**src/rtl/power_seq_if.sv**
```systemverilog
// ----------------------------------------------------------------------------
// power_seq_if
//   Signal bundle between the rail sequencer and its environment (board power
//   state machine, rail regulators, SoC reset and the CPLD register file).
//
//   Signals (NUM_RAILS = number of sequenced rails, 2..8):
//     ce_tick     1          single-cycle timebase strobe for all delays
//     pwr_enable  1          level-sensitive power request
//     pg          NUM_RAILS  per-rail power-good, synchronised, active-high
//     rail_en     NUM_RAILS  per-rail enable
//     soc_reset   1          SoC reset, active-high
//     pwr_ok      1          high only while all rails are up and reset released
//     fault       1          sticky sequencing fault
//     fault_rail  3          index of the rail that caused the fault
//
//   Modports:
//     master  environment side: drives the request/timebase/power-good inputs
//     slave   sequencer side:   drives the enables, reset and status outputs
// ----------------------------------------------------------------------------
interface power_seq_if #(
    parameter int NUM_RAILS = 4
);
    logic                 ce_tick;
    logic                 pwr_enable;
    logic [NUM_RAILS-1:0] pg;
    logic [NUM_RAILS-1:0] rail_en;
    logic                 soc_reset;
    logic                 pwr_ok;
    logic                 fault;
    logic [2:0]           fault_rail;

    modport master (
        output ce_tick, pwr_enable, pg,
        input  rail_en, soc_reset, pwr_ok, fault, fault_rail
    );

    modport slave (
        input  ce_tick, pwr_enable, pg,
        output rail_en, soc_reset, pwr_ok, fault, fault_rail
    );
endinterface

```
**src/rtl/power_seq.sv**
```systemverilog
// ----------------------------------------------------------------------------
// power_seq
//   Rail sequencer downstream of the board power state machine. Turns the
//   single pwr_enable request into an ordered per-rail enable sequence
//   (rail 0 first), waits for each rail's power-good with a timeout, holds the
//   SoC in reset until every rail is good, and shuts down in reverse order.
//   A missing power-good drops all rails at once and latches a sticky fault
//   with the failing rail index.
//
//   Ports:
//     clk   system clock
//     rst   asynchronous, active-high reset (drops every rail immediately)
//     bus   power_seq_if.slave: ce_tick, pwr_enable, pg in;
//           rail_en, soc_reset, pwr_ok, fault, fault_rail out (all registered)
//
//   Parameters (delays counted in ce_tick periods, 4-bit saturating counter):
//     NUM_RAILS   number of sequenced rails, 2..8
//     PG_TIMEOUT  ticks allowed for pg[i] after rail_en[i] rises
//     STEP_DELAY  ticks between pg[i] and rail_en[i+1]; also rail-off dwell
//     RST_DELAY   ticks after the last pg before soc_reset deasserts
//
//   Build option:
//     POWER_SEQ_PG_MONITOR_EN  when defined, loss of pg on any enabled rail in
//                              RST_HOLD or ON is a fault (lowest failing index
//                              reported). When undefined, pg is only looked at
//                              while waiting for a rail to come up.
// ----------------------------------------------------------------------------
module power_seq #(
    parameter int         NUM_RAILS  = 4,
    parameter logic [3:0] PG_TIMEOUT = 4'd4,
    parameter logic [3:0] STEP_DELAY = 4'd1,
    parameter logic [3:0] RST_DELAY  = 4'd2
) (
    input  logic        clk,
    input  logic        rst,
    power_seq_if.slave  bus
);

    typedef enum logic [2:0] {
        S_OFF,
        S_UP_WAIT,
        S_UP_STEP,
        S_RST_HOLD,
        S_ON,
        S_DOWN,
        S_FAULT
    } state_t;

    localparam logic [2:0] LAST_IDX = 3'(NUM_RAILS - 1);

    state_t               state_q;
    logic [2:0]           idx_q;
    logic [3:0]           cnt_q;
    logic [NUM_RAILS-1:0] rail_en_q;
    logic                 soc_reset_q;
    logic                 pwr_ok_q;
    logic                 fault_q;
    logic [2:0]           fault_rail_q;

    logic [3:0] cnt_d;        // tick counter after this cycle's (possible) tick
    logic       pg_sel;       // pg of the rail currently being sequenced
    logic       pg_timeout;
    logic       step_done;
    logic       rst_done;
    logic       mon_fail;
    logic [2:0] mon_rail;
    logic       enter_fault;
    logic [2:0] fault_idx;
    logic       start_down;

    // One-hot mask for rail i; indices beyond NUM_RAILS select nothing, which
    // keeps the 3-bit index legal for any rail count.
    function automatic logic [NUM_RAILS-1:0] rail_bit(input logic [2:0] i);
        rail_bit = '0;
        for (int r = 0; r < NUM_RAILS; r++) begin
            if (i == 3'(r)) rail_bit[r] = 1'b1;
        end
    endfunction

    // Counter only moves on ce_tick and sticks at all-ones instead of wrapping.
    assign cnt_d = (bus.ce_tick && (cnt_q != 4'hF)) ? cnt_q + 4'd1 : cnt_q;

    // Comparing the post-tick count lets a zero delay complete on the very
    // next clock without waiting for a tick, and >= covers saturation.
    assign pg_timeout = (cnt_d >= PG_TIMEOUT);
    assign step_done  = (cnt_d >= STEP_DELAY);
    assign rst_done   = (cnt_d >= RST_DELAY);

    // NOTE: every signal written in an always_comb gets a default first, so no
    // path can leave it unassigned and infer a latch.
    always_comb begin
        pg_sel = 1'b0;
        for (int r = 0; r < NUM_RAILS; r++) begin
            if (idx_q == 3'(r)) pg_sel = bus.pg[r];
        end
    end

`ifdef POWER_SEQ_PG_MONITOR_EN
    // Scan downwards so the lowest failing rail is the one left in mon_rail.
    always_comb begin
        mon_fail = 1'b0;
        mon_rail = '0;
        for (int r = NUM_RAILS - 1; r >= 0; r--) begin
            if (rail_en_q[r] && !bus.pg[r]) begin
                mon_fail = 1'b1;
                mon_rail = 3'(r);
            end
        end
    end
`else
    assign mon_fail = 1'b0;
    assign mon_rail = '0;
`endif

    // Fault detection takes priority over everything else in the same cycle,
    // including a simultaneous drop of pwr_enable. A pg arriving on the final
    // timeout tick is a pass because pg is checked before the timeout.
    always_comb begin
        enter_fault = 1'b0;
        fault_idx   = idx_q;
        start_down  = 1'b0;
        case (state_q)
            S_UP_WAIT: begin
                enter_fault = !pg_sel && pg_timeout;
                start_down  = !bus.pwr_enable;
            end
            S_UP_STEP: start_down = !bus.pwr_enable;
            S_RST_HOLD, S_ON: begin
                enter_fault = mon_fail;
                fault_idx   = mon_rail;
                start_down  = !bus.pwr_enable;
            end
            default: ;
        endcase
    end

    // NOTE: state registers use non-blocking assignments so every register in
    // this block updates from the same pre-edge values.
    always_ff @(posedge clk or posedge rst) begin
        if (rst) begin
            state_q      <= S_OFF;
            idx_q        <= '0;
            cnt_q        <= '0;
            rail_en_q    <= '0;
            soc_reset_q  <= 1'b1;
            pwr_ok_q     <= 1'b0;
            fault_q      <= 1'b0;
            fault_rail_q <= '0;
        end else if (enter_fault) begin
            // Emergency off: all rails at once, not sequenced.
            state_q      <= S_FAULT;
            cnt_q        <= '0;
            rail_en_q    <= '0;
            soc_reset_q  <= 1'b1;
            pwr_ok_q     <= 1'b0;
            fault_q      <= 1'b1;
            fault_rail_q <= fault_idx;
        end else if (start_down) begin
            // Normal shutdown from ON or an abort mid-ramp: unwind from the
            // current rail, clearing it on this edge. In RST_HOLD and ON the
            // index already points at the last rail.
            state_q     <= S_DOWN;
            cnt_q       <= '0;
            rail_en_q   <= rail_en_q & ~rail_bit(idx_q);
            soc_reset_q <= 1'b1;
            pwr_ok_q    <= 1'b0;
        end else begin
            case (state_q)
                S_OFF: begin
                    rail_en_q   <= '0;
                    soc_reset_q <= 1'b1;
                    pwr_ok_q    <= 1'b0;
                    if (bus.pwr_enable) begin
                        fault_q      <= 1'b0;
                        fault_rail_q <= '0;
                        idx_q        <= '0;
                        cnt_q        <= '0;
                        rail_en_q    <= rail_bit(3'd0);
                        state_q      <= S_UP_WAIT;
                    end
                end
                S_UP_WAIT: begin
                    if (pg_sel) begin
                        cnt_q   <= '0;
                        state_q <= (idx_q == LAST_IDX) ? S_RST_HOLD : S_UP_STEP;
                    end else begin
                        cnt_q <= cnt_d;
                    end
                end
                S_UP_STEP: begin
                    if (step_done) begin
                        idx_q     <= idx_q + 3'd1;
                        rail_en_q <= rail_en_q | rail_bit(idx_q + 3'd1);
                        cnt_q     <= '0;
                        state_q   <= S_UP_WAIT;
                    end else begin
                        cnt_q <= cnt_d;
                    end
                end
                S_RST_HOLD: begin
                    if (rst_done) begin
                        soc_reset_q <= 1'b0;
                        pwr_ok_q    <= 1'b1;
                        cnt_q       <= '0;
                        state_q     <= S_ON;
                    end else begin
                        cnt_q <= cnt_d;
                    end
                end
                S_ON: ;
                S_DOWN: begin
                    // pg and pwr_enable are ignored until OFF is reached.
                    if (step_done) begin
                        cnt_q <= '0;
                        if (idx_q == 3'd0) begin
                            state_q <= S_OFF;
                        end else begin
                            idx_q     <= idx_q - 3'd1;
                            rail_en_q <= rail_en_q & ~rail_bit(idx_q - 3'd1);
                        end
                    end else begin
                        cnt_q <= cnt_d;
                    end
                end
                S_FAULT: begin
                    // Fault stays latched through OFF until the next power-up.
                    if (!bus.pwr_enable) state_q <= S_OFF;
                end
                default: state_q <= S_OFF;
            endcase
        end
    end

    assign bus.rail_en    = rail_en_q;
    assign bus.soc_reset  = soc_reset_q;
    assign bus.pwr_ok     = pwr_ok_q;
    assign bus.fault      = fault_q;
    assign bus.fault_rail = fault_rail_q;

endmodule

```
**src/flat_wrapper.sv**
```systemverilog
// flat-port wrapper written by rule: the top's interface ports become plain ports
module power_seq_flat 
#(
    parameter int         NUM_RAILS  = 4,
    parameter logic [3:0] PG_TIMEOUT = 4'd4,
    parameter logic [3:0] STEP_DELAY = 4'd1,
    parameter logic [3:0] RST_DELAY  = 4'd2
)
  (clk, rst, bus_ce_tick, bus_pwr_enable, bus_pg, bus_rail_en, bus_soc_reset, bus_pwr_ok, bus_fault, bus_fault_rail);
  power_seq_if #(.NUM_RAILS(NUM_RAILS)) bus_i ();
  input  logic clk;
  input  logic rst;
  input wire logic [$bits(bus_i.ce_tick)-1:0] bus_ce_tick;
  input wire logic [$bits(bus_i.pwr_enable)-1:0] bus_pwr_enable;
  input wire logic [$bits(bus_i.pg)-1:0] bus_pg;
  output wire logic [$bits(bus_i.rail_en)-1:0] bus_rail_en;
  output wire logic [$bits(bus_i.soc_reset)-1:0] bus_soc_reset;
  output wire logic [$bits(bus_i.pwr_ok)-1:0] bus_pwr_ok;
  output wire logic [$bits(bus_i.fault)-1:0] bus_fault;
  output wire logic [$bits(bus_i.fault_rail)-1:0] bus_fault_rail;
  assign bus_i.ce_tick = bus_ce_tick;
  assign bus_i.pwr_enable = bus_pwr_enable;
  assign bus_i.pg = bus_pg;
  assign bus_rail_en = bus_i.rail_en;
  assign bus_soc_reset = bus_i.soc_reset;
  assign bus_pwr_ok = bus_i.pwr_ok;
  assign bus_fault = bus_i.fault;
  assign bus_fault_rail = bus_i.fault_rail;
  power_seq #(.NUM_RAILS(NUM_RAILS), .PG_TIMEOUT(PG_TIMEOUT), .STEP_DELAY(STEP_DELAY), .RST_DELAY(RST_DELAY)) u_core (.clk(clk), .rst(rst), .bus(bus_i));
endmodule
```
**config.mk**
```make
export PLATFORM = sky130hd
export DESIGN_NAME = power_seq_flat
export DESIGN_NICKNAME = d
export VERILOG_FILES = /design/src/rtl/power_seq_if.sv /design/src/rtl/power_seq.sv /design/src/flat_wrapper.sv
export SDC_FILE = /design/constraint.sdc
export NUM_CORES = 1
export LEC_CHECK = 0
export CORE_ASPECT_RATIO = 0.75
export CORE_MARGIN = 5
export CORE_UTILIZATION = 41
export CTS_BUF_LIST = sky130_fd_sc_hd__clkbuf_8
export DETAILED_ROUTE_END_ITERATION = 8
export GPL_ROUTABILITY_DRIVEN = 0
export REMOVE_ABC_BUFFERS = 1
export SYNTH_ARGS = -nofsm -noshare
export SYNTH_HDL_FRONTEND = slang
export SYNTH_SLANG_ARGS = --single-unit
```
**constraint.sdc**
```tcl
create_clock -name clk -period 5.46 [get_ports clk]
set_input_delay 0.819 -clock clk [delete_from_list [all_inputs] [get_ports clk]]
set_output_delay 0.819 -clock clk [all_outputs]
set_load 0.005 [all_outputs]
```
==> results_dict.tcl <==
set metrics [dict create \
    status "complete, no violations" \
    clock.fmax_mhz 313 \
    start_util 0.418 \
    final_util 0.495 \
    worstHoldPathCells 2 \
    hold_ws_ns 0.491 \
    power_density_nw_per_um2 494 \
    final_max_slew_viol_count 0 \
    coreArea_um2 3590 \
    reg2reg_from "u_core.idx_q[0]" \
    firstDrtPassIters 4 \
    cp_max_fo 15 \
    register_area_um2 502 \
    drc 0 \
    worst_setup_hold_path_clk_slew_ns 0.07 \
    drtIter0Drc 99 \
    clockRootBuffer "clkbuf_8" \
    die_w_um 79.9 \
    grt_max_degree 21 \
    port_buffers 17 \
    ff2ff_path_depth 8 \
    cts_buffers 3 \
    dieArea_um2 4980 \
    setup_slack_ns 2.26 \
    synth_top_area_frac 0.317 \
    critPathKind "in2reg" \
    hold_class "reg2reg" \
    grt_pass1_wl_um 6440 \
    place_ws_ns 1.98 \
    synth-seq-area-share 0.334 \
    crit_arrival_ns 3.32 \
    grt_usage 0.161 \
    worst_clock_skew_ns 0.0139 \
    num_rows 19 \
    chipHeight_um 62.4 \
    grt_pass1_vias 1307 \
    detail-route-antenna-nets 0 \
    clock_sinks 20 \
    vias 1354 \
    synth_cells 179 \
    required_ns 5.58 \
    setup.worst_path.start_class "input pin" \
    ir_drop_mv 0.241 \
    multi_input_area_um2 927 \
    yosysTopAreaCell "dfrtp_1" \
    wl_um 3760 \
    tightest_slew_ns 1.25 \
    finalCritPeriodShare 0.586 \
    crit_path_end_kind "flip-flop" \
    yosys_warnings 0 \
    place_hpwl_um 2760 \
    leakage_nw 0.755 \
    io_pins 18 \
    grt_overflow 0 \
    setup_viol 0 \
    worstSkewPairLatency_ns 0.27 \
    cts_htree_levels 1 \
    insertedDiodeCount 0 \
    async_flop_share 1.00 \
    slew_headroom 0.157 \
    synth-edff-count 0 \
    fill_cells 338 \
    cts_tree "done" \
    maxCapViolCount 0 \
    synthToLayoutAreaGrowth_pct 18.3 \
    post_cts_resized 0 \
    wire_per_inst_um 15.4 \
    holdPathEnd "u_core.bus.soc_reset" \
    antenna_found_initial 0 \
    ys.flop_type "dfrtp_1" \
    fin_nets 209 \
    final_cell_mix "25 x nand2_1, 19 x dfrtp_1, 17 x clkdlybuf4s50_1" \
    worst_r2r_endpoint "u_core.bus.rail_en[3]" \
    hp-start "u_core.bus.soc_reset" \
    ys_types 51 \
    hold_violations 0 \
    synth_area_per_cell_um2 8.39 \
    rsz0062_at_grt "false" \
    ys_ff_latch 20 \
    post_cts_buffers 0 \
    cts_hold_buf 0 \
    regToRegSetupSlack_ns 2.62 \
    cts_buffer_depth 2 \
    setup-tns-final_ns 0 \
    min_period_ns 3.20 \
    drive_gt1_frac 0.0573 \
    netlist_area_um2 1500 \
    final_common_cell "nand2_1" \
    yosys-top-cells-area "dfrtp_1 32%, ha_1 6.7%, nand2_1 6.3%" \
    via_per_inst 5.55 \
]
metrics by stage:
step,total power [mW],instances,area [um^2]
final,0.878,244,1780
after detailed placement,0.720,240,1710
after global placement,0.711,240,1710
after global routing,0.949,244,1780
after floorplan,0.597,171,1470
after CTS,0.878,244,1780
worst max path at each step:
stage | startpoint | end
5_1_grt | bus_ce_tick | u_core.bus.rail_en[3]
2_1_floorplan | bus_ce_tick | u_core.state_q[0]
4_1_cts | bus_ce_tick | u_core.bus.rail_en[3]
6_report | bus_ce_tick | u_core.bus.rail_en[3]
3_5_place_dp | bus_ce_tick | u_core.bus.rail_en[3]
3_3_place_gp | bus_ce_tick | u_core.bus.rail_en[3]
per-layer routing:
layer  share of wire  wire [um]  track usage
met5               0          0            0
met4          0.0048         18       0.0232
met3           0.054        204       0.0447
met2            0.42       1590        0.227
met1            0.52       1940        0.247
power breakdown:
part,switching [mW],internal [mW]
logic,0.263,0.213
clock network,0.0563,0.0980
registers,0.0694,0.178
total,0.389,0.489
state kept, by name (all words and copies together) (netlist names):
register	flops
u_core.bus.soc_reset	1
u_core.bus.fault_rail	3
u_core.bus.rail_en	4
u_core.bus.pwr_ok	1
u_core.bus.fault	1
u_core.state_q	3
u_core.idx_q	3
u_core.cnt_q	4
worst max-delay path, stage by stage:
cell             delay [ns]
clkdlybuf4s50_1        0.51
nor2b_1                0.18
a41o_1                 0.29
nor4_2                 1.06
nor2_1                 0.15
o311ai_0               0.16
a31oi_1                0.14
kinds of logic after synthesis:
kind of cell	share of synthesized area
DFF	0.334
xor gates and xnor gates	0.0175
adders and majority gates	0.0733
muxes	0.0275
buffers and inverters	0.0483
and+or+nand+nor	0.234
AOI/OAI and AO/OA	0.265
final cells by class:
| cell class | instances | area share |
|---|---|---|
| inverters | 11 | 0.0232 |
| repair buffers | 17 | 0.0958 |
| well taps | 52 | 0.0366 |
| clock buffers | 3 | 0.0232 |
| multi-input cells | 140 | 0.522 |
| flip-flops and latches | 20 | 0.282 |
| clock inverters | 1 | 0.0169 |
synth_stat cells (all sizes together), types with 3 or more instances:
cell and n:
a21oi 13, and2 4, nor3 4, xnor2 3, inv 11, o22ai 3, nand2b 3, dfrtp 19
nand2 25, nor2 13, nor2b 4, nand3 3, clkbuf 7, a21o 5, mux2i 3, ha 8
o21ai 11, a31oi 4
(Power assumes the default switching activity.)
==> variant 1 (same flow settings) <==
Re-encode `state_t` (7 states) as one-hot, 7 bits wide.
--- a/src/rtl/power_seq.sv
+++ b/src/rtl/power_seq.sv
@@ -37,12 +37,12 @@
 );
 
-    typedef enum logic [2:0] {
-        S_OFF,
-        S_UP_WAIT,
-        S_UP_STEP,
-        S_RST_HOLD,
-        S_ON,
-        S_DOWN,
-        S_FAULT
+    typedef enum logic [6:0] {
+        S_OFF      = 7'b0000001,
+        S_UP_WAIT  = 7'b0000010,
+        S_UP_STEP  = 7'b0000100,
+        S_RST_HOLD = 7'b0001000,
+        S_ON       = 7'b0010000,
+        S_DOWN     = 7'b0100000,
+        S_FAULT    = 7'b1000000
     } state_t;
 
Function: no difference found for any inputs over 10 cycles, from zero or initial values and one cycle with rst high; not proved beyond that.
==> variant 1 against the original RTL <==
Setup slack worse by 0.055 ns. Routed wire length up 21%. Non-clock buffer count is 1 higher. Synthesized area up 15%. Final area grew 12%. Worst hold slack lost 0.0015 ns. Total power decreased by 4.0%. Combinational power is 5.7% lower. Via count grew 19%. Sequential cell count increased by 4. Clock power decreased by 20%. First-iteration DRC count grew to 2.6 times the old value. Largest cell class unchanged.
==> variant 1: results (changes against the original RTL) <==
[run_status]
outcome=complete, no violations  ; unchanged

[cts]
ctsLongestPathBuffers=2  ; unchanged
cts_root_buf=clkbuf_8  ; unchanged
cts.clk_slew.worst_paths_ns=0.09  ; was 0.07 ns
post_cts_buffers=0  ; unchanged
cts_resized=0  ; unchanged
htree_levels=1  ; unchanged
cts_made_buffers=3  ; unchanged
clk_latency_ns=0.27  ; about the same

[yosys]
yosys-top-cells-area=dfrtp_1, ha_1, o21ai_0, a21oi_1, nor2b_1  ; was dfrtp_1, ha_1, nand2_1, a21oi_1, nor2_1
ys_seq_area_share_pct=34.9  ; was 33.4%
ys_async_sr_fraction_pct=100  ; unchanged
ys_top_cells_by_count=dfrtp_1, o21ai_0, a21oi_1  ; was nand2_1, dfrtp_1, a21oi_1, nor2_1, inv_1
ys_warn_count=0  ; unchanged
synthFlopType=dfrtp_1  ; unchanged
yosysUniqueCellTypes=54  ; was 51

[global_route]
grt_pass1_vias=1542  ; was 1307
antenna_found_initial=0  ; unchanged
grt_usage_pct=17.1  ; was 16.1%
grt_max_degree=25  ; was 21
grt_first_pass_wirelength_um=7710  ; was 6440 µm

[power]
p_leak_nw=0.809  ; was 0.755 nW
peakVddDrop_uv=199  ; was 241 µV
p_int_mw=0.455  ; was 0.489 mW

[detailed_routing]
wire_per_inst_um=16.9  ; was 15.4 µm
drt_iter0_drc=258  ; was 99
ant_nets=0  ; unchanged
via_per_inst=6.01  ; was 5.55
first_pass_iters=4  ; unchanged

[cells_and_area]
layout-drive-gt1-share_pct=7.01  ; was 5.73%
final_nets=231  ; was 209
top_register=u_core.state_q
largest_register_ffs=7
fillers=401  ; was 338
n_antenna_cell=0  ; unchanged

[placed_design]
portBuffers=17  ; unchanged
hpwlAfterDp_um=3440  ; was 2760 µm

[worst_setup_path]
cp.arrival_ns=3.46  ; was 3.32 ns
critPathMaxFanout=7  ; was 15

[worst_hold_path]
hold_class=reg2reg  ; unchanged

[timing]
fin_worst_skew_ns=0.00265  ; was 0.0139 ns
relSlewSlack_pct=35.5  ; was 15.7%

-- variant 1: cell types whose count changed after synthesis, sizes merged, moves of 3 or more --
cell | unedited run | this run
or4 | 0 | 4
and2 | 4 | 0
o21ai | 11 | 17
a21boi | 0 | 3
clkbuf | 7 | 2
or3 | 1 | 4
dfrtp | 19 | 22
nand2 | 25 | 14
nor2b | 4 | 9
nand4 | 0 | 4
nand3 | 3 | 9
buf | 1 | 6
-- variant 1: final timing paths --
kind / start / to / slack (ns) / cells past startpoint
max in group asynchronous: rst / u_core.state_q[3] / 3.81 / 2
hold / removal: u_core.bus.fault / u_core.bus.fault / 0.49 / 1
setup / recovery: bus_ce_tick / u_core.bus.soc_reset / 2.21 / 7
setup reg to reg: u_core.idx_q[0] / u_core.bus.soc_reset / 2.53 / 8
hold reg to reg: u_core.bus.fault / u_core.bus.fault / 0.49 / 1
min in group asynchronous: rst / u_core.cnt_q[1] / 1.07 / 2
-- variant 1: final cells by class --
class                   count  share of cell area, %
flip-flops and latches     24                   30.2
repair buffers             18                   8.90
clock buffers               4                   2.76
well taps                  55                   3.45
inverters                  12                   2.26
multi-input cells         156                   52.4
-- variant 1: routing by layer --
layer | vias to the layer above | routed length [µm] | global-route usage [%]
li1 | 778 | - | -
met3 | 4 | 317 | 3.99
met2 | 71 | 1970 | 25.1
met1 | 764 | 2220 | 25.3
met4 | 0 | 29 | 3.95
met5 | - | 0 | 0
-- variant 1: stage by stage --
step                setup WS (ns)  std cells  instance area, µm²  total power, mW  util (%)
floorplan                    2.38        192                1690            0.594         -
global placement             2.11        265                1940            0.711      47.9
detailed placement           2.00        265                1940            0.719      47.9
CTS                          2.28        269                2000            0.843      49.2
global route                 2.00        269                2000            0.918      49.2
finish                       2.21        269                2000            0.843      49.2
-- variant 1: power by group through the flow --
stage	clock [mW]	combinational (mW)	sequential [mW]
floorplan	0	0.337	0.258
global placement	0	0.438	0.272
detailed placement	0	0.445	0.274
CTS	0.127	0.446	0.271
global route	0.137	0.502	0.279
finish	0.123	0.449	0.272
-- variant 1: logic make-up after synthesis --
| family | after synthesis | synth area share (%) |
|---|---|---|
| buffers and inverters | 20 | 4.78 |
| AO/OA/AOI/OAI | 67 | 27.2 |
| flip-flops | 24 | 34.9 |
| multiplexers | 1 | 0.580 |
| XOR/XNOR | 3 | 1.52 |
| adder cells (fa/ha/maj) | 8 | 5.80 |
| AND/OR/NAND/NOR | 77 | 25.1 |
-- variant 1: critical path, stage by stage --
cell and delay (ns):
clkdlybuf4s50_1 0.51, nor2b_1 0.19, a41oi_1 0.41, nor4_1 0.22, a311o_1 0.39, or4_1 0.57, o32a_1 0.34
==> variant 2 (same settings) <==
Without the edit above. `NUM_RAILS` is set to 4 in 3 places; all go to 6.
--- a/src/rtl/power_seq_if.sv
+++ b/src/rtl/power_seq_if.sv
@@ -19,5 +19,5 @@
 // ----------------------------------------------------------------------------
 interface power_seq_if #(
-    parameter int NUM_RAILS = 4
+    parameter int NUM_RAILS = 6
 );
     logic                 ce_tick;
--- a/src/rtl/power_seq.sv
+++ b/src/rtl/power_seq.sv
@@ -27,5 +27,5 @@
 // ----------------------------------------------------------------------------
 module power_seq #(
-    parameter int         NUM_RAILS  = 4,
+    parameter int         NUM_RAILS  = 6,
     parameter logic [3:0] PG_TIMEOUT = 4'd4,
     parameter logic [3:0] STEP_DELAY = 4'd1,
--- a/src/flat_wrapper.sv
+++ b/src/flat_wrapper.sv
@@ -2,5 +2,5 @@
 module power_seq_flat 
 #(
-    parameter int         NUM_RAILS  = 4,
+    parameter int         NUM_RAILS  = 6,
     parameter logic [3:0] PG_TIMEOUT = 4'd4,
     parameter logic [3:0] STEP_DELAY = 4'd1,
Ports: changed (resized bus_pg and bus_rail_en); port bits go from 18 to 22. The function was not compared with the original's and may differ.
==> variant 2 against the original RTL <==
Final cell count up 19%. Synthesized cell count up 22%. First-iteration DRC count up 65%. Via count up 23%. Sequential cell count up 2. Register-to-register slack better by 0.36 ns. Core utilization up 0.44 points. Total power up 1.8%. Count of clock-buffer cells in the layout unchanged. Highest routed layer unchanged. Final area up 15%. Critical path type unchanged. Routed wire length up 25%. Setup slack better by 0.49 ns. Synthesized area up 17%.
==> variant 2: results (changes against the original RTL) <==
[worst_setup_path]
critPathMaxFanout=9  ; was 15
rrSetupSlack_ns=2.98  ; was 2.62 ns
r2r-start=u_core.idx_q[1]  ; was u_core.idx_q[0]
r2r_end=u_core.state_q[0]  ; was u_core.bus.rail_en[3]
cp.arrival_ns=2.87  ; was 3.32 ns

[placed_design]
portBuffers=21  ; was 17
post-place-cells=287  ; was 240
hpwlAfterDp_um=3430  ; was 2760 µm

[power]
peakVddDrop_uv=135  ; was 241 µV
p_leak_nw=0.883  ; was 0.755 nW

[detailed_routing]
routed_wl_um=4680  ; was 3760 µm
via_per_inst=5.71  ; was 5.55

[yosys]
yosys-top-cells-area=dfrtp_1, nand2_1, ha_1, a21oi_1, o21ai_0  ; was dfrtp_1, ha_1, nand2_1, a21oi_1, nor2_1
yosysUniqueCellTypes=63  ; was 51
ys_seq_area_share_pct=31.5  ; was 33.4%
synthCells=219  ; was 179
ys_top_cells_by_count=nand2_1, nor2_1, dfrtp_1  ; was nand2_1, dfrtp_1, a21oi_1, nor2_1, inv_1

[global_route]
antenna_found_initial=0  ; unchanged
grt_max_degree=23  ; was 21
grt_pass1_vias=1641  ; was 1307
grt_usage_pct=18.5  ; was 16.1%
grt_first_pass_wirelength_um=8380  ; was 6440 µm

[timing]
fin_worst_skew_ns=0.00572  ; was 0.0139 ns
tightest_slew_ns=0.896  ; was 1.25 ns

[cells_and_area]
fillers=405  ; was 338
final_nets=255  ; was 209

[run_status]
outcome=complete, no violations  ; unchanged

[variant 2: metal layers]
layer	up-vias	part of all wire [%]	global-route usage (%)
met5	-	0	0
met4	0	1.2	4.74
met3	6	8.8	5.19
met2	80	39	25.7
met1	748	51	27.6
li1	827	-	-
[variant 2: area by class of cell]
type	instances	area, µm²	share of cell area (%)
Multi-Input combinational cell	176	1110	54.6
Sequential cell	22	552	27.1
Timing Repair Buffer	21	210	10.3
Tap cell	55	68.8	3.38
Inverter	13	48.8	2.40
Clock buffer	3	41.3	2.03
Clock inverter	1	3.75	0.184
[variant 2: logic make-up (layout without fill, tap and decap cells)]
group	Yosys count	count (layout)	share of synthesized area (%)
compound gates	79	79	31.2
xor+xnor	2	2	1.00
fa+ha+maj	8	8	5.72
buf+inv	21	38	4.93
flops	22	22	31.5
simple gates	87	87	25.6
[variant 2: stage by stage]
step	util, %	power [mW]	worst slack, ns	cell area (µm²)
CTS	49.9	0.890	2.76	2040
detailed placement	48.8	0.778	2.48	1990
finish	49.9	0.894	2.76	2040
global placement	48.8	0.788	2.51	1990
global route	49.9	0.975	2.59	2040
floorplan	-	0.638	3.24	1710
[variant 2: report_power, final]
| group | leakage, nW | total, mW | switching (mW) | internal [mW] |
|---|---|---|---|---|
| Sequential | 0.293 | 0.256 | 0.0653 | 0.191 |
| Clock | 0.0269 | 0.106 | 0.0554 | 0.0503 |
| Combinational | 0.563 | 0.532 | 0.327 | 0.204 |
| Total | 0.883 | 0.894 | 0.448 | 0.446 |
[variant 2: worst min-delay path by stage]
stage,start,endpoint,slack [ns]
detailed placement,u_core.bus.fault,u_core.bus.fault,0.46
finish,u_core.bus.fault,u_core.bus.fault,0.50
global placement,u_core.bus.fault,u_core.bus.fault,0.47
floorplan,u_core.bus.fault,u_core.bus.fault,0.47
global route,u_core.bus.rail_en[2],u_core.bus.rail_en[2],0.54
CTS,u_core.bus.fault,u_core.bus.fault,0.49
[variant 2: critical path, cell delays in order]
cell and delay [ns]:
clkdlybuf4s50_1 0.56, and2b_1 0.21, a211oi_2 0.20, or4b_4 0.55, nor2_4 0.25, o311ai_1 0.16
o31a_1 0.12
